## src/rtl/mem_arbiter.sv

```systemverilog
// Multi-channel memory arbiter: grants one word-wide requester at a time and
// serialises its transfer into RAM_DW-bit beats on a single shared RAM port.
module mem_arbiter #(
  parameter int unsigned NUM_CH   = 2,
  parameter int unsigned AW       = 32,
  parameter int unsigned DW       = 32,
  parameter int unsigned RAM_DW   = 8,
  parameter int unsigned READ_LAT = 1,
  parameter int unsigned RR_MODE  = 0
) (
  input  logic                     clk,
  input  logic                     rst,
  input  logic [NUM_CH-1:0]        req_i,
  input  logic [NUM_CH-1:0]        we_i,
  input  logic [NUM_CH*AW-1:0]     addr_i,
  input  logic [NUM_CH*DW-1:0]     wdata_i,
  input  logic [NUM_CH*(DW/8)-1:0] sel_i,
  output logic [DW-1:0]            rdata_o,
  output logic [NUM_CH-1:0]        done_o,
  output logic [NUM_CH-1:0]        busy_o,
  output logic [NUM_CH-1:0]        grant_o,
  output logic [AW-1:0]            mem_addr_o,
  output logic [RAM_DW-1:0]        mem_dout_o,
  output logic                     mem_wr_o,
  input  logic [RAM_DW-1:0]        mem_din_i
);

  localparam int unsigned BEATS = DW / RAM_DW;
  localparam int unsigned BPB   = RAM_DW / 8;
  localparam int unsigned SW    = DW / 8;
  localparam int unsigned CW    = $clog2(BEATS + READ_LAT + 2);
  localparam int unsigned PW    = (NUM_CH > 1) ? $clog2(NUM_CH) : 1;
  localparam int unsigned PL    = (READ_LAT > 0) ? READ_LAT : 1;
  localparam int unsigned WL    = (READ_LAT > 0) ? READ_LAT - 1 : 0;

  typedef enum logic [1:0] {IDLE, XFER, WAIT, DONE} state_e;

  state_e              state_q, state_d;
  logic                we_q, we_d;
  logic [AW-1:0]       addr_q, addr_d;
  logic [DW-1:0]       wdata_q, wdata_d;
  logic [SW-1:0]       sel_q, sel_d;
  logic [CW-1:0]       beat_q, beat_d;
  logic [PW-1:0]       owner_q, owner_d;
  logic [PW-1:0]       ptr_q, ptr_d;
  logic [NUM_CH-1:0]   holdoff_q, holdoff_d;
  logic [NUM_CH-1:0]   grant_q, grant_d;
  logic [NUM_CH-1:0]   done_q, done_d;
  logic [DW-1:0]       rdata_q, rdata_d;
  logic [DW-1:0]       rbuf_q, rbuf_d;
  logic [AW-1:0]       mem_addr_q, mem_addr_d;
  logic [RAM_DW-1:0]   mem_dout_q, mem_dout_d;
  logic                mem_wr_q, mem_wr_d;
  logic [PL-1:0]       pv_q, pv_d;
  logic [CW-1:0]       pidx_q [PL];
  logic [CW-1:0]       pidx_d [PL];

  logic [NUM_CH-1:0]   elig;
  logic                win_found;
  logic [PW-1:0]       win_idx;
  logic [NUM_CH-1:0]   win_oh;
  logic                g_we;
  logic [AW-1:0]       g_addr;
  logic [DW-1:0]       g_wdata;
  logic [SW-1:0]       g_sel;
  logic                cap_v;
  logic [CW-1:0]       cap_idx;

  assign rdata_o    = rdata_q;
  assign done_o     = done_q;
  assign grant_o    = grant_q;
  assign mem_addr_o = mem_addr_q;
  assign mem_dout_o = mem_dout_q;
  assign mem_wr_o   = mem_wr_q;
  assign busy_o     = req_i & ~done_q;

  // Winner selection; the channel served last is masked for one IDLE cycle
  always_comb begin
    elig      = req_i & ~holdoff_q;
    win_found = 1'b0;
    win_idx   = '0;
    g_we      = 1'b0;
    g_addr    = '0;
    g_wdata   = '0;
    g_sel     = '0;
    for (int unsigned s = 0; s < NUM_CH; s++) begin
      for (int unsigned i = 0; i < NUM_CH; i++) begin
        if (!win_found && elig[i]) begin
          if (RR_MODE == 0) begin
            if (s == 0) begin
              win_found = 1'b1;
              win_idx   = PW'(i);
            end
          end else if (((32'(ptr_q) + 32'd1 + s) % NUM_CH) == i) begin
            win_found = 1'b1;
            win_idx   = PW'(i);
          end
        end
      end
    end
    win_oh = win_found ? (NUM_CH'(1) << win_idx) : '0;
    for (int unsigned i = 0; i < NUM_CH; i++) begin
      if (win_idx == PW'(i)) begin
        g_we    = we_i[i];
        g_addr  = addr_i[i*AW +: AW];
        g_wdata = wdata_i[i*DW +: DW];
        g_sel   = sel_i[i*SW +: SW];
      end
    end
  end

  always_ff @(posedge clk) begin
    if (rst) state_q <= IDLE;
    else     state_q <= state_d;
  end

  always_comb begin
    state_d = state_q;
    case (state_q)
      IDLE: if (win_found) state_d = XFER;
      XFER: if (beat_q == CW'(BEATS - 1)) state_d = (we_q || READ_LAT == 0) ? DONE : WAIT;
      WAIT: if (beat_q == CW'(WL)) state_d = DONE;
      DONE: state_d = IDLE;
      default: state_d = IDLE;
    endcase
  end

  // Outputs are registered from next-state values so beat k appears in XFER cycle k
  always_comb begin
    we_d       = we_q;
    addr_d     = addr_q;
    wdata_d    = wdata_q;
    sel_d      = sel_q;
    beat_d     = '0;
    owner_d    = owner_q;
    ptr_d      = ptr_q;
    grant_d    = grant_q;
    mem_addr_d = mem_addr_q;
    mem_dout_d = mem_dout_q;
    mem_wr_d   = 1'b0;
    case (state_q)
      IDLE: begin
        if (win_found) begin
          we_d    = g_we;
          addr_d  = g_addr;
          wdata_d = g_wdata;
          sel_d   = g_sel;
          grant_d = win_oh;
          owner_d = win_idx;
        end
      end
      XFER: beat_d = (beat_q == CW'(BEATS - 1)) ? '0 : beat_q + CW'(1);
      WAIT: beat_d = beat_q + CW'(1);
      DONE: begin
        grant_d = '0;
        ptr_d   = owner_q;
      end
      default: ;
    endcase
    holdoff_d = (state_q == DONE) ? grant_q : '0;
    done_d    = (state_d == DONE) ? grant_q : '0;
    if (state_d == XFER) begin
      mem_addr_d = addr_d + AW'(beat_d) * AW'(BPB);
      for (int unsigned k = 0; k < BEATS; k++) begin
        if (beat_d == CW'(k)) begin
          mem_dout_d = wdata_d[k*RAM_DW +: RAM_DW];
          mem_wr_d   = we_d & (|sel_d[k*BPB +: BPB]);
        end
      end
    end

    // Read-beat tracking: each issued beat index is delayed READ_LAT cycles to its capture
    pv_d[0]   = (state_q == XFER) && !we_q;
    pidx_d[0] = beat_q;
    for (int unsigned j = 1; j < PL; j++) begin
      pv_d[j]   = pv_q[j-1];
      pidx_d[j] = pidx_q[j-1];
    end
    cap_v   = (READ_LAT == 0) ? pv_d[0] : pv_q[PL-1];
    cap_idx = (READ_LAT == 0) ? beat_q  : pidx_q[PL-1];
    rbuf_d  = rbuf_q;
    if (cap_v) begin
      for (int unsigned k = 0; k < BEATS; k++) begin
        if (cap_idx == CW'(k)) rbuf_d[k*RAM_DW +: RAM_DW] = mem_din_i;
      end
    end
    rdata_d = (state_d == DONE && !we_q) ? rbuf_d : rdata_q;
  end

  always_ff @(posedge clk) begin
    if (rst) begin
      we_q       <= 1'b0;
      addr_q     <= '0;
      wdata_q    <= '0;
      sel_q      <= '0;
      beat_q     <= '0;
      owner_q    <= '0;
      ptr_q      <= PW'(NUM_CH - 1);
      holdoff_q  <= '0;
      grant_q    <= '0;
      done_q     <= '0;
      rdata_q    <= '0;
      rbuf_q     <= '0;
      mem_addr_q <= '0;
      mem_dout_q <= '0;
      mem_wr_q   <= 1'b0;
      pv_q       <= '0;
      for (int unsigned j = 0; j < PL; j++) pidx_q[j] <= '0;
    end else begin
      we_q       <= we_d;
      addr_q     <= addr_d;
      wdata_q    <= wdata_d;
      sel_q      <= sel_d;
      beat_q     <= beat_d;
      owner_q    <= owner_d;
      ptr_q      <= ptr_d;
      holdoff_q  <= holdoff_d;
      grant_q    <= grant_d;
      done_q     <= done_d;
      rdata_q    <= rdata_d;
      rbuf_q     <= rbuf_d;
      mem_addr_q <= mem_addr_d;
      mem_dout_q <= mem_dout_d;
      mem_wr_q   <= mem_wr_d;
      pv_q       <= pv_d;
      for (int unsigned j = 0; j < PL; j++) pidx_q[j] <= pidx_d[j];
    end
  end

endmodule

```

## config.mk

```make
export PLATFORM = sky130hd
export DESIGN_NAME = mem_arbiter
export DESIGN_NICKNAME = d
export VERILOG_FILES = /design/src/rtl/mem_arbiter.sv
export SDC_FILE = /design/constraint.sdc
export NUM_CORES = 1
export LEC_CHECK = 0
export ABC_AREA = 1
export CAP_MARGIN = 20
export CORE_MARGIN = 2
export CORE_UTILIZATION = 40
export CTS_CLUSTER_DIAMETER = 100
export DETAILED_ROUTE_END_ITERATION = 10
export PLACE_DENSITY = 0.69
export SKIP_CTS_REPAIR_TIMING = 1
export SYNTH_ARGS = -nofsm -noshare
export SYNTH_HDL_FRONTEND = slang
export SYNTH_SLANG_ARGS = --single-unit
```

## constraint.sdc

```tcl
create_clock -name clk -period 4.04 [get_ports clk]
set_input_delay 0.808 -clock clk [delete_from_list [all_inputs] [get_ports clk]]
set_output_delay 0.808 -clock clk [all_outputs]
set_load 0.03 [all_outputs]
```

# ---- After elaboration in Yosys (flattened, before gate mapping)
# Memories as Yosys holds them, arrays and structs flattened.
# Cells that the tools add are included.
dict set report op_classes {
  addsub 2
  multipliers 0
  n_div 0
  n_lt_le_gt_ge 0
  eq_ne 13
  shift 1
  n_mux 42
  bitwise_logic 11
  n_reduce_logical 17
}
# op n
set op_table {}
lappend op_table {{$mux W32} 7}
lappend op_table {{$mux W8} 8}
lappend op_table {{$add A32 B3 Y32} 1}
lappend op_table {{$eq A3 B2 Y1 const B} 5}
lappend op_table {{$mux W1} 15}
lappend op_table {{$mux W4} 3}
lappend op_table {{$logic_not A3 Y1} 3}
lappend op_table {{$mux W2} 4}
lappend op_table {{$pmux W2 S4} 1}
lappend op_table {{$eq A2 B2 Y1 const B} 3}
lappend op_table {{$eq A3 B1 Y1 const B} 2}
lappend op_table {{$mux W3} 2}
lappend op_table {{$pmux W3 S2} 1}
lappend op_table {{$reduce_or A2 Y1} 3}
lappend op_table {{$and A1 B1 Y1} 4}
lappend op_table {{$and A2 B2 Y2} 2}
lappend op_table {{$eq A2 B1 Y1 const B} 2}
lappend op_table {{$not A2 Y2} 2}
lappend op_table {{$pmux W2 S2} 1}
lappend op_table {{$reduce_and A2 Y1} 2}
lappend op_table {{$reduce_bool A4 Y1} 1}
lappend op_table {{$add A3 B1 Y3 const B} 1}
lappend op_table {{$logic_and A1 B1 Y1} 3}
lappend op_table {{$not A1 Y1} 3}
lappend op_table {{other kinds (6)} 7}
dict set report totals {
  regBits 186
  latchBits 0
  ramBits 3
  rom_bits 0
  output_inout_bits 79
  elab_cells 102
  mem_count 1
}
# memory words width rd rd_clocked_by_memory_dff wr line_no
set mem_list {}
lappend mem_list {pidx_q 1 3 1 0 1 55} ;# logic [CW-1:0] pidx_q [PL];

# ---- Depth between registers and ports, before layout
# Gate-level depths: netlist of the first run.
dict set report depth {
  ltp_word 14
  mapped_depth 25
}

# ---- Worst setup path after synthesis of the first run
# Ideal clock, no wire load.
dict set report synth_path {
  path_type {input to register}
  start {in req_i[1]}
  end {reg mem_addr_q[30], in the netlist mem_addr_o[30]}
  arrival_ps 3526
  t_required_ps 3931
  path_slack_ps 405
  path_stages 23
  path_buffers 3
  path_cell_list {nand2_1 > nand2_4 > nand2_4 > inv_2 > buf_2 > buf_2 > buf_2 > o21ai_0 > o21a_1 > inv_1 > ha_1 > inv_1 > fa_1 > o21ai_0 > nand2_2 > nor2_4 > inv_2 > nor2_1 > nand2_1 > nand2_1 > nand3_1 > nand2_1 > inv_1}
}
dict set report synth_between {
  elab_chain_len 7
  word_cells_on_any_way 11
  cone_classes {add/sub: 1; eq/ne: 1; mux: 7; bitwise: 1; reduce/logical: 1}
}
# element line_no
set synth_rtl {}
lappend synth_rtl {{start, declared} 13} ;# input logic [NUM_CH-1:0] req_i,
lappend synth_rtl {{$and A2 B2 Y2 *} 79} ;# elig = req_i & ~holdoff_q;
lappend synth_rtl {{$logic_and A1 B1 Y1 *} 88} ;# if (!win_found && elig[i]) begin
lappend synth_rtl {{$mux W1} 88}
lappend synth_rtl {{$mux W32} 103} ;# if (win_idx == PW'(i)) begin
lappend synth_rtl {{$mux W32 *} 143} ;# if (win_found) begin
lappend synth_rtl {{$mux W32 *} 141} ;# case (state_q)
lappend synth_rtl {{named net addr_d[0]} 40} ;# logic [AW-1:0] addr_q, addr_d;
lappend synth_rtl {{$add A32 B3 Y32 *} 163} ;# mem_addr_d = addr_d + AW'(beat_d) * AW'(BPB);
lappend synth_rtl {{end signal, assigned} 222} ;# mem_addr_q <= mem_addr_d;
lappend synth_rtl {{end, declared} 51} ;# logic [AW-1:0] mem_addr_q, mem_addr_d;
# Mark *: on every way through the listed nets, which the timed path passes. The rest lies on a longest branch.
# A chain may end at the register's enable or synchronous reset.

# ---- Worst setup path after layout of the first run
dict set report layout_path {
  start {in req_i[0]}
  end {out busy_o[0]}
}
dict set report layout_between {
  elab_chain_len 1
}
# element line_no
set layout_rtl {}
lappend layout_rtl {{$and A2 B2 Y2} 75} ;# assign busy_o = req_i & ~done_q;
lappend layout_rtl {{end, declared} 20} ;# output logic [NUM_CH-1:0] busy_o,
# Every way passes these cells.

==> summary.md, run 1 <==
| Metric | Value |
|---|---|
| Status | completed |
| Max Root-Sink Buffers | 2 |
| Cell Area, Synth | 0.00929 mm^2 |
| Pre-antenna DRT Iters | 5 |
| Max cap viols | 0 |
| Number of top-level pins | 229 |
| Vias in the first global route | 8648 |
| # port buffers | 228 |
| RSZ-0062 raised after global routing | no |
| Netlist cell types | 35 |
| Initial Util | 0.409 |
| Slew headroom | 0.488 |
| Final Cycle Share | 0.855 |
| Worst-Margin Slew | 0.769 ns |
| CP arrival | 2.65 ns |
| Largest net degree at the start of global routing | 145 |
| Clock Latency Late Sink | 0.43 ns |
| Worst min path class | reg -> reg |
| Power per cell area | 395 mW/mm^2 |
| Power Total | 4.87 mW |
| WL final | 28500 um |
| Worst r2r path cells | 19 |
| Layout area overhead | 32.6% |
| Number of synthesized flops with an enable pin | 0 |
| Core area | 0.0227 mm^2 |
| Clock root cell | clkbuf_16 |
| First-pass GRT wire length | 45100 um |
| CP Class | in -> out |
| Ys Warns | 0 |
| Avg Inst Size Synth | 6.95 um^2 |
| Clock net sink count | 189 |
| Crit path to | busy_o[0] |
| Vias/cell | 5.02 |
| Worst R2R Setup Slack | 0.69 ns |
| Seq cells post-synth | 189 |
| RR Startpoint | state_q[1] |
| Setup WS pre-CTS | 0.173 ns |
| CTS tree | built |
| Initial antenna violation count | 1 |
| Setup TNS | 0 ns |
| Setup crit start kind | input port |
| GRT Residual Overflow | 0 |
| Post-Route Utilization | 0.543 |
| Static Leak | 5.51 nW |
| Post-DRT Antenna Nets | 0 |
| F_max | 290 MHz |
| CP Launch Point | req_i[0] |
| Initial DRC Count | 623 |
| Routed WL per cell | 15.6 um |
| Max IR drop VDD | 237 uV |
| CTS H-tree lvls | 4 |
| Endpoint required time on the critical path | 3.23 ns |
| Fin nets | 1688 |
| Hold Fails Final Rpt | 0 |
| Die Y-Extent | 156 um |
| Asr flop ratio synth | 0 |
| Die area | 0.0245 mm^2 |
| Final RePlAce weighted congestion | 0.886 |
| Share of layout cells above drive strength 1 | 0.0573 |
| # setup viols final | 0 |
| Final worst slack | 0.587 ns |
| Max Slew Vio Count | 0 |
| DRC | 0 |
| Die Wd | 156 um |
| Vias | 9153 |
| Hold depth | 2 |
| Total track usage | 0.235 |
| Post-layout min period | 3.45 ns |
| Clock skew | 0.0136 ns |
| CTS clk-pin slew, worst paths | 0.06 ns |
| Crit Reg-Reg Endpoint | mem_addr_o[30] |
| TritonCTS buffer count | 17 |
| Placement row count | 55 |
| CP max FO | 22 |
| Hpwl dp | 20800 um |
| Synth Net Count | 1500 |
| Seq/Total Area, Yosys | 0.407 |
| Post-synth top flop | dfxtp_1 |
| CP endpoint kind | primary output |
| Syn Inst Count | 1336 |
==> worst min-delay path by stage <==
stage	start	to
final	grant_o[0]	grant_o[0]
after global routing	rbuf_q[3]	rbuf_q[3]
after CTS	grant_o[0]	grant_o[0]
after detailed placement	beat_q[1]	pidx_q[0][1]
after global placement	beat_q[1]	pidx_q[0][1]
after floorplan	beat_q[1]	pidx_q[0][1]
==> cell usage in the layout (no fill, tap or decap), drive strengths merged, types with 27 or more instances in the layout <==
cell type / count
clkdlybuf4s50: 227
a311oi: 32
nand3: 104
nor2: 269
a31oi: 27
a21oi: 41
mux2i: 32
dfxtp: 189
o21ai: 70
inv: 161
nand2: 280
==> through the flow <==
step / hold WS (ns) / std cells / area, um^2
2_1_floorplan: 0.432 / 1336 / 9290
3_3_place_gp: 0.444 / 1790 / 11700
3_5_place_dp: 0.471 / 1790 / 11700
4_1_cts: 0.486 / 1822 / 12300
5_1_grt: 0.521 / 1823 / 12300
6_report: 0.491 / 1823 / 12300
==> worst max-delay path: stages <==
cell             delay, ns
clkdlybuf4s50_1       0.54
buf_4                 0.29
inv_1                 0.11
nor2_1                0.19
clkdlybuf4s50_1       0.71
==> sequential cells by signal, summed over array words and instances, names as in the netlist <==
register	cells
state_q	2
done_o	2
cap_v	1
pidx_q	3
rdata_o	32
mem_wr_o	1
mem_dout_o	8
wdata_q	32
mem_addr_o	32
rbuf_q	32
holdoff_q	2
sel_q	4
we_q	1
addr_q	32
beat_q	3
grant_o	2
==> cells in the mapped netlist (all sizes together) (27+ instances only) <==
library cell  instances  area (um^2)
a21oi                41          205
a311oi               32          280
a31oi                27          169
buf                  36          206
clkbuf               39          146
dfxtp               189         3780
inv                 155          582
mux2i                32          320
nand2               280         1080
nand3               104          531
nor2                269         1040
o21ai                70          399
==> routing by layer <==
metal | share of wire | up-vias | global-route usage
li1 | - | 4653 | -
met1 | 0.45 | 4208 | 0.303
met2 | 0.48 | 257 | 0.397
met3 | 0.053 | 35 | 0.0485
met4 | 0.021 | 0 | 0.0655
met5 | 0 | - | 0
==> where the power goes <==
group | internal [mW] | total [mW] | switching [mW]
Sequential | 2.00 | 2.06 | 0.0616
Clock | 0.872 | 1.66 | 0.792
Combinational | 0.452 | 1.15 | 0.696
==> cells by family after synthesis <==
| logic type | Yosys count | synth area share |
|---|---|---|
| adders and majority gates | 14 | 0.0197 |
| buffers and inverters | 230 | 0.101 |
| xor gates and xnor gates | 9 | 0.00849 |
| AOI/OAI and AO/OA | 195 | 0.133 |
| DFF | 189 | 0.407 |
| muxes | 32 | 0.0345 |
| and+or+nand+nor | 667 | 0.296 |
==> final cells by class <==
| class | count | area, um^2 |
|---|---|---|
| fill | 2251 | 10400 |
| multi-input combinational | 917 | 4580 |
| sequential | 189 | 3780 |
| timing repair buffer | 244 | 2440 |
| inverter | 155 | 582 |
| clock buffer | 17 | 425 |
| tap | 285 | 357 |
| clock inverter | 15 | 154 |
| antenna | 1 | 2.50 |
Power figures use the tool's default switching activity.
==> run 2, diff against run 1 <==
CORE_MARGIN = unset   (was 2)
==> run 2 against run 1 <==
Net effect: sequential cell count unchanged; worst setup slack improved by 0.061 ns; final cell count increased by 0.27%; clock skew decreased by 0.00097 ns; hold slack got worse by 0.031 ns; global-route usage increased by 0.36 points; total power increased by 2.4%; highest routed layer unchanged; sequential share of layout area decreased by 0.14 points; critical path depth unchanged.
==> summary.md, run 2 (synthesis gave the netlist of run 1 again) <==
| Metric | Value |
|---|---|
| Status | completed |
| Die Y-Extent | 154 um |
| CP endpoint kind | primary output |
| Inst Count DP | 1794 |
| Max IR drop VDD | 236 uV |
| Setup crit start kind | input port |
| Final Non-Filler Cells | 1828 |
| CTS clk-pin slew, worst paths | 0.07 ns |
| F_max | 295 MHz |
| Setup TNS | 0 ns |
| Clock skew | 0.0126 ns |
| Post-DRT Antenna Nets | 0 |
| Core area | 0.0227 mm^2 |
| Hold Fails Final Rpt | 0 |
| Vias in the first global route | 8682 |
| CP Class | in -> out |
| Worst min path class | reg -> reg |
| Worst-Margin Slew | 0.763 ns |
| Switching Fraction | 0.304 |
| Post-layout min period | 3.39 ns |
| Vias/cell | 4.98 |
| Worst R2R Setup Slack | 0.76 ns |
| NetSw | 1.52 mW |
| Endpoint required time on the critical path | 3.23 ns |
| CP arrival | 2.58 ns |
| Initial Util | 0.409 |
| Final RePlAce weighted congestion | 0.905 |
| Max Root-Sink Buffers | 2 |
| Total track usage | 0.238 |
| Most frequent CP cell | clkdlybuf4s50_1 |
| WL final | 28000 um |
| CTS H-tree lvls | 4 |
| Die area | 0.0238 mm^2 |
| Number of top-level pins | 229 |
| Slew headroom | 0.492 |
| Clock net sink count | 189 |
| Die Wd | 154 um |
| # port buffers | 228 |
| Initial antenna violation count | 2 |
| Clk pwr share | 0.358 |
| Internal cell power | 3.48 mW |
| Final instance area | 0.0124 mm^2 |
| Largest stage delay on the critical path | 0.69 ns |
| Layout area overhead | 33.2% |
| Pre-antenna DRT Iters | 5 |
| Hpwl dp | 20600 um |
| Power per cell area | 403 mW/mm^2 |
| Top Family by Delay on Critical Path | buffers and inverters |
| # setup viols final | 0 |
| Cell area after placement | 0.0117 mm^2 |
| CTS tree | built |
| Seq pwr share | 0.413 |
| Routed WL per cell | 15.3 um |
| First-pass GRT wire length | 45000 um |
| CP max FO | 22 |
| WHS | 0.461 ns |
| Commonest non-fill, non-tap cell in the layout | nand2_1 |
| Vias | 9097 |
| GRT Residual Overflow | 0 |
| Final Cycle Share | 0.840 |
| Clock Latency Late Sink | 0.43 ns |
| RSZ-0062 raised after global routing | no |
| Combinational share of power | 0.230 |
| Share of layout cells above drive strength 1 | 0.0591 |
| Max Slew Vio Count | 0 |
| CP Cell Sequence | clkdlybuf4s50_1 > buf_4 > inv_1 > nor2_1 > clkdlybuf4s50_1 |
| Max cap viols | 0 |
| Initial DRC Count | 586 |
| Most frequent cells in the layout | nand2_1, nor2_1, clkdlybuf4s50_1 |
| DRC | 0 |
| Static Leak | 5.55 nW |
| Clock root cell | clkbuf_16 |
| Placement row count | 55 |
| Critical Path Slowest Stage Cell | clkdlybuf4s50_1 |
| Fin nets | 1692 |
| TritonCTS buffer count | 17 |
| Largest net degree at the start of global routing | 111 |
| CP Buf/Inv Count | 4 |
[run 2: cell types whose count changed in the layout (fill, tap and decap cells not counted), moves of 2 or more]
cell / previous run / this run
buf_12: 3 / 1
bufinv_16: 1 / 3
clkbuf_8: 0 / 2
clkinvlp_4: 2 / 0
clkinv_2: 3 / 1
buf_4: 14 / 20
[run 2: layout make-up]
type                       instances  area, um^2
timing repair buffer             248        2440
clock inverter                    12         170
multi-input combinational        917        4580
fill                            2218       10300
inverter                         155         582
tap                              285         357
antenna                            2        5.00
sequential                       189        3780
clock buffer                      20         457
[run 2: path summary, 6_finish.rpt]
check / startpoint / endpoint / depth (start not counted)
worst max-delay path: req_i[0] / busy_o[0] / 5
worst min-delay path: beat_q[1] / pidx_q[0][1] / 2
worst max register to register: state_q[1] / mem_addr_o[26] / 19
worst min register to register: beat_q[1] / pidx_q[0][1] / 2
[run 2: routing by layer]
metal | track usage | vias up | part of all wire
met2 | 0.411 | 295 | 0.48
met4 | 0.0736 | 0 | 0.015
met3 | 0.0384 | 29 | 0.052
met1 | 0.303 | 4109 | 0.45
met5 | 0 | - | 0
li1 | - | 4664 | -
[run 2: stage by stage]
step	total power [mW]	setup WS (ns)	util
floorplan	2.78	0.405	-
global placement	3.24	0.267	0.517
detailed placement	3.24	0.227	0.517
CTS	5.01	0.650	0.545
global route	5.23	0.396	0.545
finish	4.99	0.648	0.545
[run 2: power by group through the flow]
stage / Combinational (mW) / Sequential [mW] / Clock (mW)
final: 1.15 / 2.06 / 1.78
after floorplan: 0.581 / 2.20 / 0
after CTS: 1.15 / 2.06 / 1.81
after global routing: 1.27 / 2.07 / 1.89
after global placement: 1.14 / 2.10 / 0
after detailed placement: 1.14 / 2.10 / 0
[run 2: worst reg2reg max path, stage by stage, from the launching register on]
cell,delay [ns]
dfxtp_1,0.35
inv_1,0.14
ha_1,0.21
inv_1,0.08
o21ai_1,0.22
nand3_1,0.27
inv_1,0.19
ha_1,0.18
inv_1,0.06
fa_1,0.39
o21ai_0,0.22
nand2_2,0.11
nor2_4,0.23
nand3_2,0.17
inv_1,0.11
nand2_1,0.05
nand2_1,0.05
nand3_1,0.06
nand2_1,0.07
inv_1,0.04
==> run 3, diff against run 2 <==
PLACE_DENSITY = 0.72   (was 0.69)
clock period = 2.8 ns   (was 4.04 ns; I/O delays follow)
==> run 3 against run 2 <==
Net effect: clock power up 42%; first-iteration DRC count down 9.4%; hold slack better by 0.032 ns; total power up 49%; combinational power up 70%; wire length up 6.1%; worst setup slack worse by 0.53 ns; critical endpoint is now mem_addr_o[29].
==> summary.md, run 3 (synthesis gave the netlist of run 1 again) <==
| Metric | Value |
|---|---|
| Power Total | 7.46 mW |
| Commonest non-fill, non-tap cell in the layout | nand2_1 |
| Most frequent cells in the layout | nand2_1, nor2_1, clkdlybuf4s50_1 |
| # port buffers | 228 |
| Largest net degree at the start of global routing | 67 |
| Worst min path class | reg -> reg |
| Hpwl dp | 21900 um |
| RSZ-0062 raised after global routing | yes |
| Hold Fails Final Rpt | 0 |
| Max Slew Vio Count | 0 |
| Max IR drop VDD | 440 uV |
| Vias/cell | 5.05 |
| WL final | 29800 um |
| Final instance area | 0.0135 mm^2 |
| Worst R2R Setup Slack | 0.12 ns |
| Endpoint required time on the critical path | 3.14 ns |
| Worst r2r path cells | 22 |
| # setup viols final | 0 |
| Initial DRC Count | 531 |
| CP max FO | 5 |
| Register area | 0.00379 mm^2 |
| GRT Residual Overflow | 0 |
| Ant diodes | 0 |
| DRC | 0 |
| Initial antenna violation count | 0 |
| CP endpoint kind | register |
| Die Wd | 154 um |
| Crit Reg-Reg Endpoint | mem_addr_o[29] |
| Layout area overhead | 45.2% |
| CTS tree | built |
| Initial Util | 0.409 |
| Post-layout min period | 2.68 ns |
| Status | completed |
| Setup crit start kind | register |
| Die Y-Extent | 154 um |
| Routed WL per cell | 15.4 um |
| Area of the multi-input gates | 0.00477 mm^2 |
| Share of layout cells above drive strength 1 | 0.147 |
| CP arrival | 3.02 ns |
| Hold depth | 2 |
| Core area | 0.0227 mm^2 |
| Static Leak | 6.16 nW |
| Clock Latency Late Sink | 0.44 ns |
| RR Startpoint | state_q[0] |
| Power per cell area | 553 mW/mm^2 |
| Placement row count | 55 |
| CTS clk-pin slew, worst paths | 0.08 ns |
| # fillers | 2077 |
| Cell area after placement | 0.0127 mm^2 |
| Hold path start | beat_q[2] |
| TritonCTS buffer count | 17 |
| Inst Count DP | 1899 |
| Clock root cell | clkbuf_16 |
| First-pass GRT wire length | 46600 um |
| Final RePlAce weighted congestion | 0.914 |
| Max cap viols | 0 |
| Clock net sink count | 189 |
| F_max | 373 MHz |
| Slew headroom | 0.522 |
| Fin nets | 1803 |
| Worst-Margin Slew | 0.713 ns |
| Number of top-level pins | 229 |
| Die area | 0.0238 mm^2 |
| Clock skew | 0.0121 ns |
| CP Class | reg -> reg |
| Pre-antenna DRT Iters | 5 |
| Max Root-Sink Buffers | 2 |
| Final Non-Filler Cells | 1937 |
| Post-DRT Antenna Nets | 0 |
| Total track usage | 0.246 |
| Final Cycle Share | 0.957 |
| Vias in the first global route | 9165 |
| Worst Hold Path EP | pidx_q[0][2] |
| Vias | 9775 |
| CTS H-tree lvls | 4 |
run 3: worst max path at each step:
stage	start	end	slack, ns	cells past startpoint
finish	state_q[0]	mem_addr_o[29]	0.12	22
global route	state_q[0]	mem_addr_o[26]	-0.04	20
CTS	req_i[1]	mem_addr_o[29]	-0.13	23
detailed placement	req_i[1]	mem_addr_o[31]	-0.57	23
global placement	req_i[0]	mem_addr_o[26]	-0.51	22
floorplan	req_i[0]	mem_addr_o[26]	-0.17	22
run 3: final cells by class:
| class | count | area share |
|---|---|---|
| inverter | 155 | 0.0441 |
| clock inverter | 15 | 0.0143 |
| tap | 285 | 0.0264 |
| multi-input combinational | 917 | 0.354 |
| timing repair buffer | 359 | 0.249 |
| sequential | 189 | 0.281 |
| clock buffer | 17 | 0.0315 |
run 3: report_power, final:
part	total [mW]	switching [mW]	internal, mW
Sequential	2.99	0.107	2.88
Combinational	1.95	1.07	0.880
Clock	2.52	1.22	1.30
Total	7.46	2.40	5.06
run 3: per-layer routing:
metal	up-vias	global-route usage	part of all wire
li1	4895	-	-
met1	4527	0.317	0.44
met2	309	0.420	0.48
met3	44	0.0417	0.056
met4	0	0.0754	0.025
met5	-	0	0
run 3: critical path: stages (launching register included):
cell and delay (ns):
dfxtp_4 0.39, inv_4 0.06, ha_4 0.18, nand2_4 0.09, inv_4 0.04, buf_4 0.15
o21ai_2 0.05, o21a_1 0.17, inv_2 0.06, ha_4 0.28, nand2_1 0.06, nand2_1 0.07
a31oi_2 0.05, inv_1 0.09, nand2_2 0.07, nor2_4 0.24, inv_2 0.09, nor2_4 0.14
nand2_1 0.08, nand2_1 0.07, nand3_1 0.07, nand2_1 0.07, inv_1 0.03
run 3: through the flow:
stage | worst slack [ns] | TNS (ns) | hold WS (ns) | utilization
CTS | -0.129 | -1.45 | 0.466 | 0.586
global route | -0.0370 | -0.104 | 0.524 | 0.594
detailed placement | -0.572 | -20.21 | 0.457 | 0.559
finish | 0.120 | 0 | 0.492 | 0.594
floorplan | -0.174 | -1.79 | 0.432 | -
global placement | -0.508 | -16.55 | 0.456 | 0.559
